## config.mk

```make
export PLATFORM = sky130hd
export DESIGN_NAME = mc_control_unit_flat
export DESIGN_NICKNAME = d
export VERILOG_FILES = /design/src/rtl/mc_control_unit_pkg.sv /design/src/rtl/mc_control_unit_if.sv /design/src/rtl/mc_control_unit_alu_decoder.sv /design/src/rtl/mc_control_unit.sv /design/src/flat_wrapper.sv
export SDC_FILE = /design/constraint.sdc
export NUM_CORES = 1
export LEC_CHECK = 0
export ABC_AREA = 1
export BUFFER_PORTS_ARGS = -buffer_cell sky130_fd_sc_hd__buf_4
export CORE_UTILIZATION = 55
export CTS_BUF_LIST = sky130_fd_sc_hd__clkbuf_2 sky130_fd_sc_hd__clkbuf_4 sky130_fd_sc_hd__clkbuf_8
export DETAILED_ROUTE_END_ITERATION = 6
export GPL_TIMING_DRIVEN = 0
export HOLD_SLACK_MARGIN = 0.1
export PLACE_DENSITY_LB_ADDON = 0.1
export SLEW_MARGIN = 20
export SYNTH_ARGS = -nofsm -noshare
export SYNTH_HDL_FRONTEND = slang
export SYNTH_SLANG_ARGS = --single-unit
```

## constraint.sdc

```tcl
create_clock -name clk -period 2.2 [get_ports clk]
set_input_delay 0.44 -clock clk [delete_from_list [all_inputs] [get_ports clk]]
set_output_delay 0.44 -clock clk [all_outputs]
set_load 0.01 [all_outputs]
```

## src/rtl/mc_control_unit_pkg.sv

```systemverilog
// Purpose : shared types and constants for the multi-cycle MIPS control unit.
//           Holds the FSM state enum, opcode/funct encodings, the ALU
//           operation codes (also used by the ALU) and a Moore output
//           decode helper.
// Ports   : none (package).
package mc_ctrl_pkg;

  typedef enum logic [3:0] {
    S_FETCH,
    S_DECODE,
    S_REXEC,
    S_RWB,
    S_MEMADR,
    S_MEMRD,
    S_MEMWB,
    S_MEMWR,
    S_BEQ,
    S_ADDIEX,
    S_ADDIWB,
    S_JUMP
  } state_t;

  // Opcodes, instr[31:26]
  localparam logic [5:0] OP_RTYPE = 6'h00;
  localparam logic [5:0] OP_LW    = 6'h23;
  localparam logic [5:0] OP_SW    = 6'h2B;
  localparam logic [5:0] OP_BEQ   = 6'h04;
  localparam logic [5:0] OP_ADDI  = 6'h08;
  localparam logic [5:0] OP_J     = 6'h02;

  // R-type funct, instr[5:0]
  localparam logic [5:0] FN_ADD = 6'h20;
  localparam logic [5:0] FN_SUB = 6'h22;
  localparam logic [5:0] FN_AND = 6'h24;
  localparam logic [5:0] FN_OR  = 6'h25;
  localparam logic [5:0] FN_SLT = 6'h2A;

  // ALU operation codes
  localparam logic [2:0] ALU_AND = 3'd0;
  localparam logic [2:0] ALU_OR  = 3'd1;
  localparam logic [2:0] ALU_ADD = 3'd2;
  localparam logic [2:0] ALU_SUB = 3'd3;
  localparam logic [2:0] ALU_SLT = 3'd7;

  // PC source selects
  localparam logic [1:0] PC_ALU    = 2'd0;
  localparam logic [1:0] PC_ALUOUT = 2'd1;
  localparam logic [1:0] PC_JUMP   = 2'd2;

  // ALU B-operand selects
  localparam logic [1:0] SRCB_REG    = 2'd0;
  localparam logic [1:0] SRCB_FOUR   = 2'd1;
  localparam logic [1:0] SRCB_IMM    = 2'd2;
  localparam logic [1:0] SRCB_IMM_SH = 2'd3;

  // Outputs that depend on state only
  typedef struct packed {
    logic [2:0] alu_op;
    logic       alu_src_a;
    logic [1:0] alu_src_b;
    logic       iord;
    logic       mem_rd;
    logic       mem_wr;
    logic       reg_dst;
    logic       mem_to_reg;
    logic       reg_write;
    logic [1:0] pc_src;
    logic       pc_en;
  } ctrl_out_t;

  function automatic ctrl_out_t state_outputs(input state_t s);
    ctrl_out_t o;
    o = '0;
    case (s)
      S_FETCH: begin
        o.mem_rd    = 1'b1;
        o.alu_src_b = SRCB_FOUR;
        o.alu_op    = ALU_ADD;
        o.pc_src    = PC_ALU;
      end
      S_DECODE: begin
        o.alu_src_b = SRCB_IMM_SH;
        o.alu_op    = ALU_ADD;
      end
      S_REXEC: begin
        o.alu_src_a = 1'b1;
        o.alu_src_b = SRCB_REG;
      end
      S_RWB: begin
        o.reg_dst   = 1'b1;
        o.reg_write = 1'b1;
      end
      S_MEMADR, S_ADDIEX: begin
        o.alu_src_a = 1'b1;
        o.alu_src_b = SRCB_IMM;
        o.alu_op    = ALU_ADD;
      end
      S_MEMRD: begin
        o.iord   = 1'b1;
        o.mem_rd = 1'b1;
      end
      S_MEMWB: begin
        o.mem_to_reg = 1'b1;
        o.reg_write  = 1'b1;
      end
      S_MEMWR: begin
        o.iord   = 1'b1;
        o.mem_wr = 1'b1;
      end
      S_BEQ: begin
        o.alu_src_a = 1'b1;
        o.alu_src_b = SRCB_REG;
        o.alu_op    = ALU_SUB;
        o.pc_src    = PC_ALUOUT;
      end
      S_ADDIWB: begin
        o.reg_write = 1'b1;
      end
      S_JUMP: begin
        o.pc_src = PC_JUMP;
        o.pc_en  = 1'b1;
      end
      default: o = '0;
    endcase
    return o;
  endfunction

endpackage

```

## src/rtl/mc_control_unit_if.sv

```systemverilog
// Purpose : bundle between the control unit and the IR/memory/ALU datapath.
// Ports   : master = control unit (drives selects/enables, reads opcode,
//           funct, zero, mem_ready); slave = datapath side.
interface mc_control_unit_if;
  logic [5:0] opcode;
  logic [5:0] funct;
  logic       zero;
  logic       mem_ready;
  logic [2:0] alu_op;
  logic       alu_src_a;
  logic [1:0] alu_src_b;
  logic       iord;
  logic       mem_rd;
  logic       mem_wr;
  logic       ir_write;
  logic       reg_dst;
  logic       mem_to_reg;
  logic       reg_write;
  logic [1:0] pc_src;
  logic       pc_en;
  logic       illegal_op;

  modport master (
    input  opcode, funct, zero, mem_ready,
    output alu_op, alu_src_a, alu_src_b, iord, mem_rd, mem_wr, ir_write,
           reg_dst, mem_to_reg, reg_write, pc_src, pc_en, illegal_op
  );

  modport slave (
    output opcode, funct, zero, mem_ready,
    input  alu_op, alu_src_a, alu_src_b, iord, mem_rd, mem_wr, ir_write,
           reg_dst, mem_to_reg, reg_write, pc_src, pc_en, illegal_op
  );
endinterface

```

## src/rtl/mc_control_unit_alu_decoder.sv

```systemverilog
// Purpose : combinational R-type funct -> ALU operation decode.
// Ports   : i_funct  instr[5:0]
//           o_alu_op ALU operation (AND when funct is unsupported)
//           o_legal  1 when funct is a supported R-type operation
module mc_alu_decoder
  import mc_ctrl_pkg::*;
(
  input  logic [5:0] i_funct,
  output logic [2:0] o_alu_op,
  output logic       o_legal
);

  always_comb begin
    o_alu_op = ALU_AND;
    o_legal  = 1'b1;
    case (i_funct)
      FN_ADD:  o_alu_op = ALU_ADD;
      FN_SUB:  o_alu_op = ALU_SUB;
      FN_AND:  o_alu_op = ALU_AND;
      FN_OR:   o_alu_op = ALU_OR;
      FN_SLT:  o_alu_op = ALU_SLT;
      default: o_legal  = 1'b0;
    endcase
  end

endmodule

```

## src/rtl/mc_control_unit.sv

```systemverilog
// Purpose : multi-cycle MIPS control FSM (fetch/decode/execute/memory/
//           writeback) with a memory-wait timeout.
// Ports   : clk    rising-edge clock
//           rst_n  asynchronous active-low reset
//           bus    mc_control_unit_if.master: opcode/funct/zero/mem_ready in,
//                  mux selects, strobes, enables and illegal_op out
// Param   : MEM_WAIT_MAX  wait cycles on mem_ready before aborting to FETCH
//                         with an illegal_op pulse; 0 disables the timeout.
module mc_control_unit
  import mc_ctrl_pkg::*;
#(
  parameter int unsigned MEM_WAIT_MAX = 15
) (
  input  logic               clk,
  input  logic               rst_n,
  mc_control_unit_if.master  bus
);

  localparam int CNT_W = (MEM_WAIT_MAX < 2) ? 1 : $clog2(MEM_WAIT_MAX + 1);

  state_t           r_state;
  state_t           w_state_next;
  ctrl_out_t        r_out;
  ctrl_out_t        w_out;
  logic [CNT_W-1:0] r_wait_cnt;
  logic [CNT_W-1:0] w_wait_cnt_next;

  logic       w_wait_state;
  logic       w_timeout;
  logic       w_illegal;
  logic       w_fetch_go;
  logic       w_beq_take;
  logic       w_ir_write;
  logic       w_illegal_out;
  logic [2:0] w_dec_op;
  logic       w_dec_legal;

  mc_alu_decoder u_alu_decoder (
    .i_funct  (bus.funct),
    .o_alu_op (w_dec_op),
    .o_legal  (w_dec_legal)
  );

  assign w_wait_state = (r_state == S_FETCH) || (r_state == S_MEMRD) ||
                        (r_state == S_MEMWR);

  generate
    if (MEM_WAIT_MAX != 0) begin : g_timeout
      assign w_timeout = w_wait_state && (r_wait_cnt == CNT_W'(MEM_WAIT_MAX));
    end else begin : g_no_timeout
      assign w_timeout = 1'b0;
    end
  endgenerate

  // Next-state and illegal-op decode
  always_comb begin
    w_state_next = r_state;
    w_illegal    = 1'b0;
    case (r_state)
      S_FETCH: begin
        // A timed-out fetch restarts in place; PC was never enabled.
        if (w_timeout)          w_illegal    = 1'b1;
        else if (bus.mem_ready) w_state_next = S_DECODE;
      end
      S_DECODE: begin
        case (bus.opcode)
          OP_RTYPE:     w_state_next = S_REXEC;
          OP_LW, OP_SW: w_state_next = S_MEMADR;
          OP_BEQ:       w_state_next = S_BEQ;
          OP_ADDI:      w_state_next = S_ADDIEX;
          OP_J:         w_state_next = S_JUMP;
          default: begin
            w_illegal    = 1'b1;
            w_state_next = S_FETCH;
          end
        endcase
      end
      S_REXEC: begin
        if (w_dec_legal) begin
          w_state_next = S_RWB;
        end else begin
          w_illegal    = 1'b1;
          w_state_next = S_FETCH;
        end
      end
      S_RWB:    w_state_next = S_FETCH;
      // Only lw/sw reach MEMADR, so anything other than lw is a store.
      S_MEMADR: w_state_next = (bus.opcode == OP_LW) ? S_MEMRD : S_MEMWR;
      S_MEMRD: begin
        if (w_timeout) begin
          w_illegal    = 1'b1;
          w_state_next = S_FETCH;
        end else if (bus.mem_ready) begin
          w_state_next = S_MEMWB;
        end
      end
      S_MEMWB:  w_state_next = S_FETCH;
      S_MEMWR: begin
        if (w_timeout) begin
          w_illegal    = 1'b1;
          w_state_next = S_FETCH;
        end else if (bus.mem_ready) begin
          w_state_next = S_FETCH;
        end
      end
      S_BEQ:    w_state_next = S_FETCH;
      S_ADDIEX: w_state_next = S_ADDIWB;
      S_ADDIWB: w_state_next = S_FETCH;
      S_JUMP:   w_state_next = S_FETCH;
      default:  w_state_next = S_FETCH;
    endcase
  end

  // Wait counter: counts stalled cycles in the memory-wait states; any state
  // change or timeout starts the next wait from zero. Saturates when the
  // timeout is disabled so it can never wrap.
  always_comb begin
    w_wait_cnt_next = r_wait_cnt;
    if ((w_state_next != r_state) || w_timeout) begin
      w_wait_cnt_next = '0;
    end else if (w_wait_state && !bus.mem_ready && (r_wait_cnt != '1)) begin
      w_wait_cnt_next = r_wait_cnt + 1'b1;
    end
  end

  // The Moore outputs of the next state are registered alongside it, so r_out
  // always equals state_outputs(r_state) without a decode after the flops.
  always_ff @(posedge clk or negedge rst_n) begin
    if (!rst_n) begin
      r_state    <= S_FETCH;
      r_wait_cnt <= '0;
      r_out      <= state_outputs(S_FETCH);
    end else begin
      r_state    <= w_state_next;
      r_wait_cnt <= w_wait_cnt_next;
      r_out      <= state_outputs(w_state_next);
    end
  end

  assign w_fetch_go = (r_state == S_FETCH) && bus.mem_ready && !w_timeout;
  assign w_beq_take = (r_state == S_BEQ) && bus.zero;

  // Final output stage: add the input-dependent terms and force everything
  // low while reset is held (the state already reads FETCH during reset).
  always_comb begin
    w_out         = r_out;
    w_ir_write    = w_fetch_go;
    w_illegal_out = w_illegal;
    if (r_state == S_REXEC) w_out.alu_op = w_dec_op;
    if (w_timeout) begin
      w_out.mem_rd = 1'b0;
      w_out.mem_wr = 1'b0;
    end
    w_out.pc_en = r_out.pc_en | w_fetch_go | w_beq_take;
    if (!rst_n) begin
      w_out         = '0;
      w_ir_write    = 1'b0;
      w_illegal_out = 1'b0;
    end
  end

  assign bus.alu_op     = w_out.alu_op;
  assign bus.alu_src_a  = w_out.alu_src_a;
  assign bus.alu_src_b  = w_out.alu_src_b;
  assign bus.iord       = w_out.iord;
  assign bus.mem_rd     = w_out.mem_rd;
  assign bus.mem_wr     = w_out.mem_wr;
  assign bus.ir_write   = w_ir_write;
  assign bus.reg_dst    = w_out.reg_dst;
  assign bus.mem_to_reg = w_out.mem_to_reg;
  assign bus.reg_write  = w_out.reg_write;
  assign bus.pc_src     = w_out.pc_src;
  assign bus.pc_en      = w_out.pc_en;
  assign bus.illegal_op = w_illegal_out;

endmodule
```

## src/flat_wrapper.sv

```systemverilog
// flat-port wrapper written by rule: the top's interface ports become plain ports
module mc_control_unit_flat import mc_ctrl_pkg::*;
#(
  parameter int unsigned MEM_WAIT_MAX = 15
)
  (clk, rst_n, bus_opcode, bus_funct, bus_zero, bus_mem_ready, bus_alu_op, bus_alu_src_a, bus_alu_src_b, bus_iord, bus_mem_rd, bus_mem_wr, bus_ir_write, bus_reg_dst, bus_mem_to_reg, bus_reg_write, bus_pc_src, bus_pc_en, bus_illegal_op);
  mc_control_unit_if bus_i ();
  input  logic clk;
  input  logic rst_n;
  input wire logic [$bits(bus_i.opcode)-1:0] bus_opcode;
  input wire logic [$bits(bus_i.funct)-1:0] bus_funct;
  input wire logic [$bits(bus_i.zero)-1:0] bus_zero;
  input wire logic [$bits(bus_i.mem_ready)-1:0] bus_mem_ready;
  output wire logic [$bits(bus_i.alu_op)-1:0] bus_alu_op;
  output wire logic [$bits(bus_i.alu_src_a)-1:0] bus_alu_src_a;
  output wire logic [$bits(bus_i.alu_src_b)-1:0] bus_alu_src_b;
  output wire logic [$bits(bus_i.iord)-1:0] bus_iord;
  output wire logic [$bits(bus_i.mem_rd)-1:0] bus_mem_rd;
  output wire logic [$bits(bus_i.mem_wr)-1:0] bus_mem_wr;
  output wire logic [$bits(bus_i.ir_write)-1:0] bus_ir_write;
  output wire logic [$bits(bus_i.reg_dst)-1:0] bus_reg_dst;
  output wire logic [$bits(bus_i.mem_to_reg)-1:0] bus_mem_to_reg;
  output wire logic [$bits(bus_i.reg_write)-1:0] bus_reg_write;
  output wire logic [$bits(bus_i.pc_src)-1:0] bus_pc_src;
  output wire logic [$bits(bus_i.pc_en)-1:0] bus_pc_en;
  output wire logic [$bits(bus_i.illegal_op)-1:0] bus_illegal_op;
  assign bus_i.opcode = bus_opcode;
  assign bus_i.funct = bus_funct;
  assign bus_i.zero = bus_zero;
  assign bus_i.mem_ready = bus_mem_ready;
  assign bus_alu_op = bus_i.alu_op;
  assign bus_alu_src_a = bus_i.alu_src_a;
  assign bus_alu_src_b = bus_i.alu_src_b;
  assign bus_iord = bus_i.iord;
  assign bus_mem_rd = bus_i.mem_rd;
  assign bus_mem_wr = bus_i.mem_wr;
  assign bus_ir_write = bus_i.ir_write;
  assign bus_reg_dst = bus_i.reg_dst;
  assign bus_mem_to_reg = bus_i.mem_to_reg;
  assign bus_reg_write = bus_i.reg_write;
  assign bus_pc_src = bus_i.pc_src;
  assign bus_pc_en = bus_i.pc_en;
  assign bus_illegal_op = bus_i.illegal_op;
  mc_control_unit #(.MEM_WAIT_MAX(MEM_WAIT_MAX)) u_core (.clk(clk), .rst_n(rst_n), .bus(bus_i));
endmodule
```

Word level (Yosys, flattened, before mapping):

Cells that the tools add are included.

* output and inout bits: 17
* input bits: 16
* word-level logic and storage cells: 106
* register bits: 22

* bitwise operators: 2
* eq/ne operators: 31
* $add $sub $neg: 1
* reductions and logical operators: 25
* muxes and demuxes: 34

Operators by type and width (number)
* equality test 6 bit, second input constant: 7
* 2-to-1 mux 4 bit: 8
* equality test 4 x 3 -> 1 bit, second input constant: 7
* equality test 4 bit, second input constant: 7
* case mux 4 bit (7 select lines): 1
* case mux 4 bit (5 select lines): 1
* 2-to-1 mux 15 bit: 1
* 2-to-1 mux 1 bit: 14
* equality test 4 x 2 -> 1 bit, second input constant: 3
* case mux 3 bit (4 select lines): 1
* equality test 4 x 1 -> 1 bit, second input constant: 2
* logical NOT 4 bit: 2
* case mux 2 bit (2 select lines): 2
* OR reduction 2 bit: 4
* OR reduction 4 bit: 2
* equality test 6 x 2 -> 1 bit, second input constant: 1
* equality test 6 x 3 -> 1 bit, second input constant: 1
* equality test 6 x 4 -> 1 bit, second input constant: 1
* logical AND 1 bit: 6
* logical NOT 6 bit: 1
* 2-to-1 mux 2 bit: 3
* case mux 2 bit (3 select lines): 1
* OR reduction 3 bit: 2
* OR reduction 6 bit: 1
* 10 further kinds: 14

Logic depth before layout (Yosys ltp):

Gate-level depths: netlist (run 1).

* depth after elaboration: 9
* gate-level depth with buffers: 14
* depth with buffers taken out: 13

By module:

Synthesis (run 1) repeated with hierarchy kept, for this count alone.

* cells, all modules: 197
* area, all modules: 1377.6 um2

By module, submodules not included
* mc_control_unit: cells each 173, times used 1, seq. area each 554.3 um2, area each 1253.7 um2
* mc_alu_decoder: cells each 24, times used 1, seq. area each 0.0 um2, area each 123.9 um2

Least setup slack after synthesis (run 1):

No wires, ideal clock.

* path type: register to output
* start point: reg u_core.r_state[3]
* end point: out bus_illegal_op
* arrival: 1.213 ns
* cell stages (with the launch flop): 8
* required time: 1.760 ns
* slack: 0.547 ns
* buffers on the path: 0
* path through: dfrtp_1 > inv_1 > nand2_1 > nor3_4 > inv_1 > o21ai_0 > a21oi_1 > nor2_1

* word-level cells in the longest chain between the ends: 7

RTL lines
* start, declared: RTL line mc_control_unit.sv:21 `state_t r_state;`
* start signal, assigned: RTL line mc_control_unit.sv:134 `r_state <= w_state_next;`
* equality test 4 x 3 -> 1 bit / logical NOT 4 bit (equally long branches): RTL line mc_control_unit.sv:44, mc_control_unit.sv:59
* logical OR 1 bit (2 in a row): RTL line mc_control_unit.sv:44 `assign w_wait_state = (r_state == S_FETCH) || (r_state == S_MEMRD) ||`
* logical AND 1 bit: RTL line mc_control_unit.sv:49 `assign w_timeout = w_wait_state && (r_wait_cnt == CNT_W'(MEM_WAIT_MAX));`
* 2-to-1 mux 1 bit: RTL line mc_control_unit.sv:62, mc_control_unit.sv:90, mc_control_unit.sv:99
* case mux 1 bit (3 select lines) *: RTL line mc_control_unit.sv:59 `case (r_state)`
* 2-to-1 mux 1 bit *: RTL line mc_control_unit.sv:155 `if (!rst_n) begin`
* end, declared: RTL line flat_wrapper.sv:26 `output wire logic [$bits(bus_i.illegal_op)-1:0] bus_illegal_op;`

Every way passes the cells marked *; elsewhere a longest branch is shown, timed or not.

Worst setup path in the final report (run 1):

* start point: reg u_core.r_state[1]
* end point: out bus_illegal_op

Same word-level chain as after synthesis.

==> flow_summary.yaml, run 1 <==
synthesis:
  synth_area_per_cell_sq_um: 7.22
  yosys.area_share.simple_pct: 38.5
  mappedNetlistNets: 203
  synth-seq-cells: 22
  synth_top_family_by_area: "simple AND/OR/NAND/NOR gates"
  syn_inst: 186
  synth.distinct_cells: 30
  ys_seq_area_share_pct: 41.2
  synth-edff-count: 0
  synth_xor_area_share_pct: 1.96
  synthArstFlopShare_pct: 100
  synthMuxAreaShare_pct: 0
  synth_fa_ha_area_share_pct: 0.931
  yosys_warnings: 0
  synth_compound_area_share_pct: 5.40
  synth-main-ff-cell: "dfrtp_1"
  synth_area_sq_um: 1340
clock_network:
  cts.sinks: 22
  insertion_delay_ps: 310
  cts_tree: "done"
  h-tree-depth: 1
  clkTransAtPathRegs_ps: 120
  cts_buffer_depth: 2
  root_buffer: "clkbuf_4"
  cts-buffers-inserted: 3
sta:
  finalSetupViolations: 0
  fin_crit_ps: 2120
  timing.slew.headroom_pct: 44.1
  tns_ps: 0
  max_freq_mhz: 472
  worst_pin_slew_ps: 836
  holdWs_ps: 505
  fin_crit_sh_pct: 96.3
  hold_viol: 0
  slew_viol_final: 0
  rsz0062_at_grt: "false"
  clock_skew_ps: 8.74
die:
  dieArea_sq_um: 2650
  die_y_um: 51.4
  die_x_um: 51.4
  fp-row-count: 17
  core_sq_um: 2250
  start_util_pct: 59.6
  io-pin-count: 33
place:
  dp.cells: 246
  routabilityCongestion: 0.887
  dp_hpwl_um: 2380
  port-buffer-count: 32
final_layout:
  fin_cells: 257
  final_cell_mix: "nand2_1, buf_4, inv_1"
  drive_gt1_share_pct: 30.6
  nNetsFinal: 247
  antenna-diode-count: 0
  area_growth_pct: 30.5
  layout_commonest_cell: "nand2_1"
power:
  power.density_nw_per_um2: 1030
  total_power_uw: 1810
  worst_ir_drop_vdd_v: 0.000678
  total_leakage_power_uw: 0.00104
job:
  max-cap-violations: 0
global_route:
  overflow: 0
  grt_max_degree: 20
  first_global_vias: 1243
  track_usage_pct: 27.2
  grt_pass1_wl_um: 5210
  antenna_found_initial: 0
setup_path:
  crit_path_max_fanout: 7
  cp-end-kind: "output pin"
  worstRegToRegCells: 13
  cp_top_family: "simple AND/OR/NAND/NOR gates"
  crit_chain: "buf_6 > nor2_4 > nand2_1 > nand2_2 > nand2_4 > o21ai_0 > a21oi_1 > nor2_1 > buf_4"
  cp_num_cells: 9
  crit_start: "u_core.r_state[1]$_DFF_PN0_"
  timing.rr.start: "u_core.r_state[1]$_DFF_PN0_"
  rr_endpoint: "u_core.r_out[11]$_DFF_PN0_"
  crit_slowest_cell: "dfrtp_1"
  endpoint: "bus_illegal_op"
  critPathKind: "register to output pin"
  startpoint_type: "register"
  critPathBufInv: 2
  critical_path_arrival_ps: 1680
  cp.required_ps: 1760
  r2r_slack_ps: 480
  critPathMaxStageDelay_ps: 390
route:
  firstDrtPassIters: 4
  wl_per_cell_um: 12.4
  first_iter_violations: 25
  vias: 1304
  via_per_inst: 5.07
  wirelength_um: 3180
  drtAntennaViolNets: 0
  drc: 0
run_status:
  status: "finished clean"
worst_hold_path:
  worstHoldPathType: "input pin to register"
cells by family after synthesis:
family | Yosys count
simple gates | 107
buf+inv | 41
flops | 22
compound gates | 12
xor+xnor | 3
fa+ha+maj | 1
metal layers:
layer  GRT usage [%]  share of wire, %
met1            29.7                39
met2            51.1                53
met3            4.76               4.8
met4            10.8               3.2
met5               0                 0
cells in the mapped netlist (3+ instances only):
master   instances  area (sq um)
dfrtp_1         19           475
nand2_1         38           143
inv_1           35           131
nor2_1          30           113
a21oi_1          5          25.0
inv_2            4          15.0
nand3_2          3          30.0
dfstp_2          3          78.8
nand2_2          4          25.0
nor2_2           4          25.0
nand3_1         17          85.1
worst min path at each step:
stage,startpoint,endpoint,depth (start not counted)
finish,bus_mem_ready,u_core.r_out[4]$_DFF_PN0_,3
detailed placement,rst_n,u_core.r_out[5]$_DFF_PN0_,1
global placement,rst_n,u_core.r_out[11]$_DFF_PN0_,1
floorplan,rst_n,u_core.r_out[0]$_DFF_PN0_,0
global route,bus_mem_ready,u_core.r_out[4]$_DFF_PN0_,3
CTS,rst_n,u_core.r_out[13]$_DFF_PN1_,1
metrics by stage:
stage                     setup WS, ps  util [%]  area (sq um)
after floorplan                    547         -          1340
after global placement             323      71.8          1620
after detailed placement           308      71.8          1620
after CTS                         26.3      75.2          1700
after global routing              18.7      77.8          1750
final                             82.2      77.8          1750
repair_timing:
action	in CTS	in global routing
endpoints found under the hold margin	19	1
setup endpoints to repair	2	5
gates resized for setup	2	6
pin swaps	1	2
hold buffers	1	2
buffers inserted	1	3
power by group:
group          total [uW]  internal (uW)  switching, uW  leakage (uW)
clock network         306            184            122     0.0000279
logic                 906            355            552      0.000722
registers             594            528           66.2      0.000290
registers in the layout (all words and copies together) (netlist names):
signal and cells:
u_core.r_state 4, u_core.r_wait_cnt 4, u_core.r_out 14
cell type report:
type	count	area [sq um]
Buffer	2	15.0
Clock buffer	3	22.5
Clock inverter	1	30.0
Fill cell	174	500
Inverter	39	146
Multi-Input combinational cell	123	646
Sequential cell	22	556
Tap cell	28	35.0
Timing Repair Buffer	39	304
tightest hold or removal path: stages:
cell     delay, ps
buf_4          120
o21ai_0        150
nor4_1          70
(Power assumes the default switching activity.)
==> run 2, diff against run 1 <==
Settings changed: CORE_UTILIZATION 55 to 59, MAX_ROUTING_LAYER set to met4.
Clock period 2.2 ns to 2.7 ns, I/O delays scaled along.
==> run 2 against run 1 <==
Effect of this change:
- critical path depth decreased by 2
- count of clock-buffer cells in the layout grew 1
- via count rose by 1.7%
==> flow_summary.yaml, run 2 (synthesis results as in run 1) <==
die:
  core_sq_um: 2040
  io-pin-count: 33
  die_x_um: 49.7
  start_util_pct: 65.8
  dieArea_sq_um: 2470
  fp-row-count: 16
  die_y_um: 49.7
setup_path:
  startpoint_type: "register"
  cp-end-kind: "output pin"
  critical_path_arrival_ps: 1820
  r2r_slack_ps: 780
  crit_path_max_fanout: 4
  critPathKind: "register to output pin"
  cp.required_ps: 2160
run_status:
  status: "finished clean"
global_route:
  grt_pass1_wl_um: 5090
  grt_max_degree: 27
  track_usage_pct: 27.9
  antenna_found_initial: 0
  first_global_vias: 1230
  overflow: 0
clock_network:
  cts_setup_buffers: 0
  cts_hold_repair.buffers: 0
  insertion_delay_ps: 300
  cts_tree: "done"
  cts-buffers-inserted: 3
  cts_buffer_depth: 2
  post_cts_resize_count: 0
  clkTransAtPathRegs_ps: 120
  root_buffer: "clkbuf_4"
  h-tree-depth: 1
  cts.sinks: 22
route:
  wirelength_um: 3240
  first_iter_violations: 63
  via_per_inst: 5.33
  drtAntennaViolNets: 0
  firstDrtPassIters: 4
  vias: 1326
  drc: 0
  wl_per_cell_um: 13.0
place:
  routabilityCongestion: 0.833
  dp_hpwl_um: 2430
  port-buffer-count: 32
  dp_slack_ps: 529
power:
  pwr-share-clk_pct: 13.2
  total_leakage_power_uw: 0.00100
  seqPwrFrac_pct: 35.6
  combPwrFrac_pct: 51.2
  power.density_nw_per_um2: 824
  p_sw_uw: 599
  switching_share_pct: 43.9
  total_power_uw: 1360
  p_int_uw: 765
  worst_ir_drop_vdd_v: 0.000603
job:
  max-cap-violations: 0
sta:
  fin_crit_sh_pct: 87.3
  tns_ps: 0
  rsz0062_at_grt: "false"
  holdWs_ps: 115
  finalSetupViolations: 0
  hold_viol: 0
  slew_viol_final: 0
  fin_crit_ps: 2360
  timing.slew.headroom_pct: 71.0
  clock_skew_ps: 2.01
  max_freq_mhz: 424
  worst_slack_ps: 342
  worst_pin_slew_ps: 436
final_layout:
  area_growth_pct: 23.1
  layout_commonest_cell: "nand2_1"
  antenna-diode-count: 0
  final_cell_mix: "nand2_1, inv_1, buf_4"
  top_regs: "u_core.r_out (14), u_core.r_state (4), u_core.r_wait_cnt (4)"
  drive_gt1_share_pct: 27.0
  largest_reg_flops: 14
  nNetsFinal: 240
  n_fill_cell: 154
  top_register: "u_core.r_out"
worst_hold_path:
  worstHoldPathType: "input pin to async pin"
==> run 2: critical path: stages, from the launching register on <==
cell	delay [ps]
dfrtp_1	420
ha_1	250
nand3_1	160
nand2_1	90
nor2_1	150
inv_1	120
a21oi_1	180
buf_4	140
==> run 2: per-stage QoR <==
| stage | util [%] | instance area (sq um) | instances |
|---|---|---|---|
| after global routing | 81.0 | 1650 | 249 |
| after CTS | 81.0 | 1650 | 249 |
| after floorplan | - | 1340 | 186 |
| after global placement | 79.2 | 1620 | 245 |
| final | 81.0 | 1650 | 249 |
| after detailed placement | 79.2 | 1620 | 245 |
==> run 2: power groups by stage <==
stage               clock network [uW]  logic (uW)  registers (uW)
global placement                     0         647             482
CTS                                184         689             484
global route                       199         760             489
floorplan                            0         489             477
detailed placement                   0         673             489
finish                             180         698             485
==> run 2: worst paths after layout <==
check                                                       from                          endpoint  depth (start not counted)
min in group clk                u_core.r_wait_cnt[0]$_DFFE_PN0P_  u_core.r_wait_cnt[0]$_DFFE_PN0P_                          1
worst max-delay path            u_core.r_wait_cnt[0]$_DFFE_PN0P_                         bus_pc_en                          7
worst min register to register  u_core.r_wait_cnt[0]$_DFFE_PN0P_  u_core.r_wait_cnt[0]$_DFFE_PN0P_                          1
worst min-delay path                                       rst_n         u_core.r_out[3]$_DFF_PN0_                          1
max in group asynchronous                                  rst_n         u_core.r_out[9]$_DFF_PN1_                          1
worst max register to register  u_core.r_wait_cnt[0]$_DFFE_PN0P_        u_core.r_out[11]$_DFF_PN0_                         13
==> run 2: per-layer routing <==
metal  GRT usage (%)  vias to the layer above  share of wire (%)  wire length [um]
li1                -                      645                  -                 -
met1            30.2                      607                 37              1190
met2            52.3                       62                 55              1780
met3            2.78                       12                6.4               208
met4            10.0                        0                1.9                63
met5               -                        -                  0                 0
==> run 2: final cells by class <==
class / count / area, sq um / share of cell area [%]
clock buffer: 4 / 36.3 / 2.19
timing repair buffer: 32 / 240 / 14.5
tap: 27 / 33.8 / 2.04
buffer: 2 / 15.0 / 0.908
multi-input combinational: 123 / 628 / 38.0
sequential: 22 / 554 / 33.5
inverter: 39 / 146 / 8.85
